$ cat src/rtl/aes128_fast_sequencer_pkg.sv
// Shared types and widths for the aes128_fast load sequencer.
`timescale 1ns/1ps
package aes_seq_pkg;

    localparam int AES_BLK_W   = 128;
    localparam int CORE_HALF_W = 64;
    localparam int CYC_W       = 16;

    // Sequencer states; the encoding is visible on the debug state output.
    typedef enum logic [2:0] {
        INIT      = 3'd0,
        IDLE      = 3'd1,
        LOAD_LO   = 3'd2,
        LOAD_HI   = 3'd3,
        START     = 3'd4,
        WAIT_CLR  = 3'd5,
        WAIT_DONE = 3'd6,
        RESP      = 3'd7
    } state_t;

    // Increment that sticks at all-ones instead of wrapping.
    function automatic logic [CYC_W-1:0] sat_inc(input logic [CYC_W-1:0] v);
        return (v == '1) ? v : v + CYC_W'(1);
    endfunction

endpackage

$ cat src/rtl/aes128_fast_sequencer_if.sv
// 128-bit request/response port between the register block and the sequencer.
//
// Handshake: a request transfers on the rising clk edge where req_valid and
// req_ready are both high; a response transfers on the edge where resp_valid
// and resp_ready are both high. A valid, once raised, stays high with its
// payload stable until that transfer edge. Neither ready waits on valid.
`timescale 1ns/1ps
interface aes128_fast_sequencer_if;
    import aes_seq_pkg::*;

    logic                 req_valid;
    logic                 req_ready;
    logic [AES_BLK_W-1:0] req_key;
    logic [AES_BLK_W-1:0] req_pt;
    logic                 req_mode;

    logic                 resp_valid;
    logic                 resp_ready;
    logic [AES_BLK_W-1:0] resp_ct;
    logic                 resp_timeout;
    logic [CYC_W-1:0]     resp_cycles;

    // Register-file side.
    modport master (
        output req_valid, req_key, req_pt, req_mode, resp_ready,
        input  req_ready, resp_valid, resp_ct, resp_timeout, resp_cycles
    );

    // Sequencer side.
    modport slave (
        input  req_valid, req_key, req_pt, req_mode, resp_ready,
        output req_ready, resp_valid, resp_ct, resp_timeout, resp_cycles
    );

endinterface

$ cat src/rtl/aes128_fast_sequencer.sv
// Drives the aes128_fast 64-bit load protocol from a 128-bit request port:
// core reset after power-up, low/high half loading, start pulse, done wait
// with timeout, result capture, and the scope trigger window.
`timescale 1ns/1ps
module aes128_fast_sequencer
    import aes_seq_pkg::*;
#(
    parameter int RST_CYCLES  = 4,
    parameter int LOAD_CYCLES = 2,
    parameter int HI_CYCLES   = 2,
    parameter int TIMEOUT     = 1023
) (
    input  logic                   clk,
    input  logic                   reset_n,
    aes128_fast_sequencer_if.slave bus,
    output logic                   core_reset,
    output logic                   core_load,
    output logic                   core_start,
    output logic                   core_mode,
    output logic [CORE_HALF_W-1:0] core_key,
    output logic [CORE_HALF_W-1:0] core_data,
    input  logic [AES_BLK_W-1:0]   core_dout,
    input  logic                   core_done,
    output logic                   trigger,
    output state_t                 dbg_state
);

    // Last count value of each timed phase (a count of N occupies N cycles).
    localparam logic [15:0] RST_LAST  = 16'(RST_CYCLES - 1);
    localparam logic [15:0] LOAD_LAST = 16'(LOAD_CYCLES - 1);
    localparam logic [15:0] HI_LAST   = 16'(HI_CYCLES - 1);
    localparam logic [15:0] TO_LAST   = 16'(TIMEOUT - 1);

    state_t               state;
    logic [15:0]          phase_cnt;     // shared by INIT, LOAD_LO and LOAD_HI
    logic [15:0]          to_cnt;        // wait cycles used so far in this run
    logic [AES_BLK_W-1:0] key_q;
    logic [AES_BLK_W-1:0] pt_q;

    logic                 req_ready_q;
    logic                 resp_valid_q;
    logic [AES_BLK_W-1:0] resp_ct_q;
    logic                 resp_timeout_q;
    logic [CYC_W-1:0]     resp_cycles_q;

    logic                 wait_expired;
    logic [CYC_W-1:0]     cyc_next;

    assign wait_expired = (to_cnt == TO_LAST);
    assign cyc_next     = sat_inc(resp_cycles_q);

    // Half select comes only from the latched copy, so req_* may change freely after acceptance.
    assign core_key  = core_load ? key_q[CORE_HALF_W-1:0] : key_q[AES_BLK_W-1:CORE_HALF_W];
    assign core_data = core_load ? pt_q[CORE_HALF_W-1:0]  : pt_q[AES_BLK_W-1:CORE_HALF_W];

    assign bus.req_ready    = req_ready_q;
    assign bus.resp_valid   = resp_valid_q;
    assign bus.resp_ct      = resp_ct_q;
    assign bus.resp_timeout = resp_timeout_q;
    assign bus.resp_cycles  = resp_cycles_q;
    assign dbg_state        = state;

    // Sequencer FSM: state, counters and every registered output.
    always_ff @(posedge clk or negedge reset_n) begin
        if (!reset_n) begin
            state          <= INIT;
            phase_cnt      <= '0;
            to_cnt         <= '0;
            key_q          <= '0;
            pt_q           <= '0;
            core_reset     <= 1'b1;
            core_load      <= 1'b0;
            core_start     <= 1'b0;
            core_mode      <= 1'b0;
            trigger        <= 1'b0;
            req_ready_q    <= 1'b0;
            resp_valid_q   <= 1'b0;
            resp_ct_q      <= '0;
            resp_timeout_q <= 1'b0;
            resp_cycles_q  <= '0;
        end else begin
            // core_start is a one-cycle pulse unless re-armed below.
            core_start <= 1'b0;
            case (state)
                INIT: begin
                    core_reset <= 1'b1;
                    if (phase_cnt == RST_LAST) begin
                        phase_cnt   <= '0;
                        core_reset  <= 1'b0;
                        req_ready_q <= 1'b1;
                        state       <= IDLE;
                    end else begin
                        phase_cnt <= phase_cnt + 16'd1;
                    end
                end
                IDLE: begin
                    if (bus.req_valid && req_ready_q) begin
                        key_q       <= bus.req_key;
                        pt_q        <= bus.req_pt;
                        core_mode   <= bus.req_mode;
                        req_ready_q <= 1'b0;
                        core_load   <= 1'b1;
                        phase_cnt   <= '0;
                        state       <= LOAD_LO;
                    end
                end
                LOAD_LO: begin
                    if (phase_cnt == LOAD_LAST) begin
                        core_load <= 1'b0;
                        phase_cnt <= '0;
                        state     <= LOAD_HI;
                    end else begin
                        phase_cnt <= phase_cnt + 16'd1;
                    end
                end
                LOAD_HI: begin
                    if (phase_cnt == HI_LAST) begin
                        phase_cnt      <= '0;
                        core_start     <= 1'b1;
                        trigger        <= 1'b1;
                        to_cnt         <= '0;
                        resp_cycles_q  <= '0;
                        resp_timeout_q <= 1'b0;
                        state          <= START;
                    end else begin
                        phase_cnt <= phase_cnt + 16'd1;
                    end
                end
                START: begin
                    state <= WAIT_CLR;
                end
                WAIT_CLR: begin
                    // Let a done level left over from the previous run fall first.
                    resp_cycles_q <= cyc_next;
                    if (wait_expired) begin
                        resp_ct_q      <= '0;
                        resp_timeout_q <= 1'b1;
                        resp_valid_q   <= 1'b1;
                        trigger        <= 1'b0;
                        state          <= RESP;
                    end else begin
                        to_cnt <= to_cnt + 16'd1;
                        if (!core_done) begin
                            state <= WAIT_DONE;
                        end
                    end
                end
                WAIT_DONE: begin
                    resp_cycles_q <= cyc_next;
                    if (core_done) begin
                        resp_ct_q      <= core_dout;
                        resp_timeout_q <= 1'b0;
                        resp_valid_q   <= 1'b1;
                        trigger        <= 1'b0;
                        state          <= RESP;
                    end else if (wait_expired) begin
                        resp_ct_q      <= '0;
                        resp_timeout_q <= 1'b1;
                        resp_valid_q   <= 1'b1;
                        trigger        <= 1'b0;
                        state          <= RESP;
                    end else begin
                        to_cnt <= to_cnt + 16'd1;
                    end
                end
                RESP: begin
                    // After an abort the core is re-reset before taking new work.
                    if (bus.resp_ready) begin
                        resp_valid_q <= 1'b0;
                        if (resp_timeout_q) begin
                            core_reset <= 1'b1;
                            phase_cnt  <= '0;
                            state      <= INIT;
                        end else begin
                            req_ready_q <= 1'b1;
                            state       <= IDLE;
                        end
                    end
                end
                default: begin
                    core_reset <= 1'b1;
                    phase_cnt  <= '0;
                    state      <= INIT;
                end
            endcase
        end
    end

endmodule

$ cat src/flat_wrapper.sv
// flat-port wrapper written by rule: the top's interface ports become plain ports
module aes128_fast_sequencer_flat import aes_seq_pkg::*;
#(
    parameter int RST_CYCLES  = 4,
    parameter int LOAD_CYCLES = 2,
    parameter int HI_CYCLES   = 2,
    parameter int TIMEOUT     = 1023
)
  (clk, reset_n, core_reset, core_load, core_start, core_mode, core_key, core_data, core_dout, core_done, trigger, dbg_state, bus_req_valid, bus_req_key, bus_req_pt, bus_req_mode, bus_resp_ready, bus_req_ready, bus_resp_valid, bus_resp_ct, bus_resp_timeout, bus_resp_cycles);
  aes128_fast_sequencer_if bus_i ();
  input  logic clk;
  input  logic reset_n;
  output logic core_reset;
  output logic core_load;
  output logic core_start;
  output logic core_mode;
  output logic [CORE_HALF_W-1:0] core_key;
  output logic [CORE_HALF_W-1:0] core_data;
  input  logic [AES_BLK_W-1:0] core_dout;
  input  logic core_done;
  output logic trigger;
  output state_t dbg_state;
  input wire logic [$bits(bus_i.req_valid)-1:0] bus_req_valid;
  input wire logic [$bits(bus_i.req_key)-1:0] bus_req_key;
  input wire logic [$bits(bus_i.req_pt)-1:0] bus_req_pt;
  input wire logic [$bits(bus_i.req_mode)-1:0] bus_req_mode;
  input wire logic [$bits(bus_i.resp_ready)-1:0] bus_resp_ready;
  output wire logic [$bits(bus_i.req_ready)-1:0] bus_req_ready;
  output wire logic [$bits(bus_i.resp_valid)-1:0] bus_resp_valid;
  output wire logic [$bits(bus_i.resp_ct)-1:0] bus_resp_ct;
  output wire logic [$bits(bus_i.resp_timeout)-1:0] bus_resp_timeout;
  output wire logic [$bits(bus_i.resp_cycles)-1:0] bus_resp_cycles;
  assign bus_i.req_valid = bus_req_valid;
  assign bus_i.req_key = bus_req_key;
  assign bus_i.req_pt = bus_req_pt;
  assign bus_i.req_mode = bus_req_mode;
  assign bus_i.resp_ready = bus_resp_ready;
  assign bus_req_ready = bus_i.req_ready;
  assign bus_resp_valid = bus_i.resp_valid;
  assign bus_resp_ct = bus_i.resp_ct;
  assign bus_resp_timeout = bus_i.resp_timeout;
  assign bus_resp_cycles = bus_i.resp_cycles;
  aes128_fast_sequencer #(.RST_CYCLES(RST_CYCLES), .LOAD_CYCLES(LOAD_CYCLES), .HI_CYCLES(HI_CYCLES), .TIMEOUT(TIMEOUT)) u_core (.clk(clk), .reset_n(reset_n), .bus(bus_i), .core_reset(core_reset), .core_load(core_load), .core_start(core_start), .core_mode(core_mode), .core_key(core_key), .core_data(core_data), .core_dout(core_dout), .core_done(core_done), .trigger(trigger), .dbg_state(dbg_state));
endmodule
$ cat config.mk
export PLATFORM = sky130hd
export DESIGN_NAME = aes128_fast_sequencer_flat
export DESIGN_NICKNAME = d
export VERILOG_FILES = /design/src/rtl/aes128_fast_sequencer_pkg.sv /design/src/rtl/aes128_fast_sequencer_if.sv /design/src/rtl/aes128_fast_sequencer.sv /design/src/flat_wrapper.sv
export SDC_FILE = /design/constraint.sdc
export NUM_CORES = 1
export LEC_CHECK = 0
export ABC_CLOCK_PERIOD_IN_PS = 2900
export BUFFER_PORTS_ARGS = -buffer_cell sky130_fd_sc_hd__buf_4
export CORE_AREA = 5 5 257 259
export DETAILED_ROUTE_END_ITERATION = 8
export DIE_AREA = 0 0 262 264
export HOLD_SLACK_MARGIN = 0.02
export MAX_ROUTING_LAYER = met4
export PLACE_DENSITY_LB_ADDON = 0.05
export SLEW_MARGIN = 20
export SYNTH_ARGS = -nofsm -noshare
export SYNTH_HDL_FRONTEND = slang
export SYNTH_SLANG_ARGS = --single-unit
$ cat constraint.sdc
create_clock -name clk -period 2.9 [get_ports clk]
set_input_delay 0.435 -clock clk [delete_from_list [all_inputs] [get_ports clk]]
set_output_delay 0.435 -clock clk [all_outputs]
set_load 0.01 [all_outputs]
==> results.sh, run 1 <==
export IMPL_status="finished, final reports clean"
export IMPL_rows=93
export IMPL_combPwrFrac=0.325
export IMPL_power_density_nw_per_um2=897
export IMPL_hp_class="in -> reg"
export IMPL_tightest_slew_ns=0.766
export IMPL_cts_clk_slew_worst_paths_ns=0.06
export IMPL_hold_viol=0
export IMPL_cp_start_kind="register"
export IMPL_drtIter0Drc=662
export IMPL_p_int_uw=16600
export IMPL_core_area_um2=63600
export IMPL_synthMuxAreaShare=0.233
export IMPL_cp_required_ns=2.47
export IMPL_ys_ff_latch=443
export IMPL_critPathSlowestCell="dfrtp_4"
export IMPL_avgSynthCellArea_um2=14.3
export IMPL_die_width_um=262
export IMPL_synth_edf_count=0
export IMPL_ys_warn_count=0
export IMPL_cts_hold_buf=8
export IMPL_clkPwrFrac=0.271
export IMPL_synth_compound_area_share=0.0765
export IMPL_critical_path_class="reg -> out"
export IMPL_max_freq_mhz=363
export IMPL_syn2layout_area_growth_pct=42.1
export IMPL_grt_pass1_vias=14791
export IMPL_cp_slowest_stage_delay_ns=0.81
export IMPL_maxCapViolations=0
export IMPL_synthCells=1318
export IMPL_cts_setup_buffers=0
export IMPL_cts_htree_levels=2
export IMPL_final_period_utilization=0.951
export IMPL_port_buffers=672
export IMPL_slew_headroom=0.489
export IMPL_die_h_um=264
export IMPL_grt_pass1_wl_um=96800
export IMPL_slew_viol_final=0
export IMPL_crit_chain="buf_4, mux2_2, buf_4"
export IMPL_clockRootBuffer="clkbuf_16"
export IMPL_insertion_delay_ns=0.58
export IMPL_syn_nets=1713
export IMPL_period_needed_ns=2.76
export IMPL_synth_simple_gate_area_share=0.0538
export IMPL_dieArea_um2=69200
export IMPL_ys_seq_area_frac=0.590
export IMPL_numCtsBuffers=52
export IMPL_setup_viol=0
export IMPL_boundaryPins=673
export IMPL_synthAdderAreaFrac=0.00386
export IMPL_drive_above_1_share=0.580
export IMPL_nets=2402
export IMPL_leakagePower_uw=0.0139
export IMPL_synthXorXnorAreaFrac=0.0139
export IMPL_start_util=0.295
export IMPL_grt_usage=0.188
export IMPL_synth_top_family_by_area="multiplexers"
export IMPL_overflow=0
export IMPL_wl_um=65900
export IMPL_ant_nets=0
export IMPL_grt_max_degree=130
export IMPL_synthFlopType="dfrtp_1"
export IMPL_skew_ns=0.00955
export IMPL_dpl_hpwl_um=49500
export IMPL_crit_top_cell="buf_4"
export IMPL_tritoncts="built"
export IMPL_switchingPower_uw=7360
export IMPL_cts_resized=0
export IMPL_cts_num_sinks=443
export IMPL_peakVddDrop_uv=467
export IMPL_setup_tns_ns=0
export IMPL_synth_area_um2=18800
export IMPL_gp_congestion=0.808
export IMPL_antenna_found_initial=12
export IMPL_drc=0
export IMPL_first_pass_iters=4
export IMPL_detail_route_wl_per_cell_um=22.6
export IMPL_vias=13556
export IMPL_rsz0062_at_grt="false"
export IMPL_fillers=6056
export IMPL_p_sw_frac=0.307
export IMPL_synth_distinct_cells=54
export IMPL_cts_buffer_depth=3
export IMPL_arrival_ns=2.32
export IMPL_path_buf_inv=2
export IMPL_critPathCaptureType="output port"
export IMPL_async_flop_share=1.00
export IMPL_viasPerCell=4.65
export IMPL_cp_top_family="flip-flops"
export IMPL_whs_ns=0.0784
export IMPL_crit_fanout=33
export IMPL_sequentialPowerShare=0.404
[power by group through the flow]
stage,sequential (uW),clock (uW),combinational (uW)
after detailed placement,9680,0,8000
after floorplan,9800,0,3450
after global placement,9700,0,7920
final,9690,6490,7780
after global routing,9960,6970,8410
after CTS,9680,6740,7970
[cell usage in the layout, fill, tap and decap left out, types with 3 or more instances in the layout]
cell type,Yosys,layout
and4_1,7,6
diode_2,0,14
nor4_1,6,6
buf_4,2,695
a31oi_1,4,4
clkbuf_1,29,17
or3_1,3,3
mux2i_1,3,3
clkbuf_8,0,11
buf_12,0,15
clkbuf_16,0,53
nor3b_1,5,5
a22o_1,130,130
dfrtp_1,442,441
o31ai_1,4,4
nor4b_2,3,3
clkinv_2,0,8
xnor2_1,22,22
o21ai_0,10,10
nor4b_1,3,3
and3_1,5,5
and2_1,4,4
bufinv_16,0,3
nand2_1,32,32
nor3_1,16,16
nand3_1,20,20
a21oi_1,9,9
nor4_2,4,4
nor2_1,46,46
ha_1,5,5
nand4_1,18,18
xor2_1,6,6
mux2_2,386,386
nand2b_1,3,3
dlygate4sd3_1,0,8
inv_1,8,8
[registers in the layout (all words and copies together) (netlist names), 3 cells and up]
register	flops
u_core.dbg_state	3
u_core.key_q	128
u_core.bus.resp_cycles	16
u_core.bus.resp_ct	128
u_core.pt_q	128
u_core.to_cnt	16
u_core.phase_cnt	16
[routing by layer]
layer | GRT usage | up-vias | share of wire
li1 | - | 6222 | -
met1 | 0.213 | 6815 | 0.38
met2 | 0.317 | 456 | 0.50
met3 | 0.0749 | 63 | 0.096
met4 | 0.0421 | 0 | 0.020
met5 | - | - | 0
[through the flow]
stage                     setup WS (ns)   util  instance area, um2  power [uW]  cells
after floorplan                   0.940      -               18800       13200   1318
after global placement            0.697  0.391               24900       17600   2800
after detailed placement          0.624  0.391               24900       17700   2800
after CTS                        0.0227  0.419               26700       24400   2902
after global routing             0.0197  0.419               26700       25300   2914
final                             0.143  0.419               26700       24000   2916
[worst reg2reg max path, stage by stage, from the launching register on]
cell and delay, ns:
dfrtp_1 0.69, nor2_1 0.19, nand4_1 0.26, buf_12 0.28, buf_12 0.31, mux2_2 0.42
[cell usage after synthesis, types with 8 or more instances]
master / number / share of area
a21oi_1: 9 / 0.0024
a22o_1: 130 / 0.061
buf_2: 29 / 0.0077
buf_6: 20 / 0.012
clkbuf_1: 29 / 0.0058
dfrtp_1: 442 / 0.59
inv_1: 8 / 0.0016
mux2_2: 386 / 0.23
nand2_1: 32 / 0.0064
nand3_1: 20 / 0.0053
nand4_1: 18 / 0.0060
nor2_1: 46 / 0.0092
nor3_1: 16 / 0.0043
o21ai_0: 10 / 0.0027
xnor2_1: 22 / 0.010
[worst paths after layout]
kind / startpoint / to / slack [ns] / cells past startpoint
setup reg to reg: u_core.dbg_state[1]$_DFFE_PN0P_ / u_core.pt_q[33]$_DFFE_PN0P_ / 0.62 / 5
hold / removal: core_dout[21] / u_core.bus.resp_ct[21]$_DFFE_PN0P_ / 0.08 / 2
hold reg to reg: u_core.bus.resp_valid$_DFFE_PN0P_ / u_core.bus.resp_valid$_DFFE_PN0P_ / 0.47 / 2
setup / recovery: u_core.core_load$_DFFE_PN0P_ / core_data[43] / 0.14 / 3
max in group asynchronous: reset_n / u_core.bus.resp_ct[79]$_DFFE_PN0P_ / 1.61 / 3
min in group asynchronous: reset_n / u_core.pt_q[94]$_DFFE_PN0P_ / 0.43 / 2
[final cells by class]
class | count | area (um2) | share of cell area
Sequential cell | 443 | 11100 | 0.415
Multi-Input combinational cell | 783 | 7170 | 0.269
Timing Repair Buffer | 719 | 5610 | 0.210
Clock buffer | 81 | 1540 | 0.0577
Tap cell | 855 | 1070 | 0.0401
Clock inverter | 13 | 146 | 0.00548
Antenna cell | 14 | 35.0 | 0.00131
Inverter | 8 | 30.0 | 0.00112
[kinds of logic after synthesis]
logic type,Yosys count
flops,443
mux,389
simple gates,184
compound gates,175
buf+inv,92
xor+xnor,29
fa+ha+maj,6
Power figures use the tool's default switching activity.
==> run 2, diff against run 1 <==
RECOVER_POWER = 50   (was not set)
==> results.sh, run 2 (same netlist as run 1, synthesis figures left out) <==
export IMPL_cts_num_sinks=443
export IMPL_final_period_utilization=0.947
export IMPL_power_density_nw_per_um2=888
export IMPL_critical_path_class="reg -> out"
export IMPL_clockRootBuffer="clkbuf_16"
export IMPL_tritoncts="built"
export IMPL_grt_max_degree=130
export IMPL_crit_top_cell="buf_4"
export IMPL_tightest_slew_ns=2.13
export IMPL_finalPower_uw=23200
export IMPL_cts_clk_slew_worst_paths_ns=0.06
export IMPL_cp_start_kind="register"
export IMPL_maxCapViolations=1
export IMPL_gp_congestion=0.808
export IMPL_layout_common_cells="buf_4 (548), dfrtp_1 (441), mux2_2 (386), clkbuf_1 (159), a22o_1 (130)"
export IMPL_start_util=0.295
export IMPL_peakVddDrop_uv=450
export IMPL_cp_required_ns=2.47
export IMPL_core_area_um2=63600
export IMPL_boundaryPins=673
export IMPL_rsz0062_at_grt="false"
export IMPL_hold_viol=0
export IMPL_grt_pass1_vias=14791
export IMPL_port_buffers=672
export IMPL_arrival_ns=2.31
export IMPL_setup_worst_path_start="u_core.core_load$_DFFE_PN0P_"
export IMPL_setup_tns_ns=0
export IMPL_grt_pass1_wl_um=96800
export IMPL_dpl_hpwl_um=49500
export IMPL_cts_buffer_depth=3
export IMPL_leakagePower_uw=0.0133
export IMPL_die_h_um=264
export IMPL_hp_class="in -> reg"
export IMPL_numCtsBuffers=52
export IMPL_status="complete, but fails checks"
export IMPL_antenna_found_initial=12
export IMPL_r2r_start="u_core.dbg_state[1]$_DFFE_PN0P_"
export IMPL_cts_htree_levels=2
export IMPL_crit_chain="buf_4, mux2_2, buf_4"
export IMPL_slew_headroom=-0.420
export IMPL_insertion_delay_ns=0.58
export IMPL_violations="max-capacitance violations, max-slew violations"
export IMPL_viasPerCell=4.65
export IMPL_overflow=0
export IMPL_cp_top_family="flip-flops"
export IMPL_period_needed_ns=2.75
export IMPL_skew_ns=0.00882
export IMPL_nets=2402
export IMPL_cts_setup_buffers=0
export IMPL_slew_viol_final=62
export IMPL_critPathSlowestCell="dfrtp_4"
export IMPL_die_width_um=262
export IMPL_cp_slowest_stage_delay_ns=0.81
export IMPL_vias=13568
export IMPL_setup_viol=0
export IMPL_cts_resized=0
export IMPL_critPathCaptureType="output port"
export IMPL_final_common_cell="buf_4"
export IMPL_drc=0
export IMPL_grt_usage=0.188
export IMPL_wl_um=65700
export IMPL_path_buf_inv=2
export IMPL_crit_fanout=33
export IMPL_dieArea_um2=69200
export IMPL_rows=93
export IMPL_syn2layout_area_growth_pct=39.2
export IMPL_drive_above_1_share=0.511
export IMPL_detail_route_wl_per_cell_um=22.5
export IMPL_hold_start="core_dout[14]"
export IMPL_first_pass_iters=6
export IMPL_ant_nets=0
export IMPL_max_freq_mhz=364
export IMPL_drtIter0Drc=599
## run 2: cell types whose count changed in the layout (fill, tap and decap cells not counted), sizes merged
| cell | before | now |
|---|---|---|
| buf | 711 | 563 |
| clkbuf | 81 | 229 |
## run 2: per-layer routing
layer | vias to the layer above | global-route usage | routed length (um)
li1 | 6221 | - | -
met1 | 6838 | 0.213 | 24900
met2 | 446 | 0.317 | 33200
met3 | 63 | 0.0749 | 6310
met4 | 0 | 0.0421 | 1290
met5 | - | - | 0
## run 2: worst paths after layout
| path | end | slack [ns] | cells after the start |
|---|---|---|---|
| max | core_key[63] | 0.15 | 3 |
| min | u_core.bus.resp_ct[14]$_DFFE_PN0P_ | 0.08 | 2 |
| max reg2reg | u_core.pt_q[33]$_DFFE_PN0P_ | 0.62 | 5 |
| min reg2reg | u_core.bus.resp_valid$_DFFE_PN0P_ | 0.47 | 2 |
| max in group asynchronous | u_core.bus.resp_cycles[9]$_DFFE_PN0P_ | 0.41 | 3 |
| min in group asynchronous | u_core.pt_q[94]$_DFFE_PN0P_ | 1.00 | 2 |
## run 2: final cells by class
cell class,instances,area (um2)
flip-flops and latches,443,11100
fillers,6180,37500
multi-input cells,783,7170
well taps,855,1070
clock inverters,13,146
repair buffers,719,5060
diodes,14,35.0
clock buffers,81,1540
inverters,8,30.0
## run 2: through the flow
step                       util  cell area, um2  setup WS (ns)  std cells  hold WS (ns)
after floorplan               -           18800          0.940       1318         0.139
after global placement    0.391           24900          0.697       2800         0.469
after detailed placement  0.391           24900          0.624       2800         0.466
after CTS                 0.419           26700         0.0227       2902        0.0212
after global routing      0.411           26100         0.0197       2914        0.0387
final                     0.411           26100          0.154       2916        0.0788
## run 2: power by group
group	switching [uW]	total, uW	leakage (uW)	internal (uW)
Sequential	1330	9660	0.00589	8330
Clock	2610	6500	0.000830	3900
Combinational	3400	7040	0.00661	3640
## run 2: worst reg2reg max path, delay by kind of cell, from the launching register on
kind / cells / cell delay, ns
flops: 1 / 0.70
simple gates: 2 / 0.45
buf+inv: 2 / 0.58
mux: 1 / 0.42
## run 2: what timing repair did
action | CTS | global route
hold buffers | 8 | 0
endpoints found under the setup margin | 0 | 0
endpoints found under the hold margin | 62 | 0
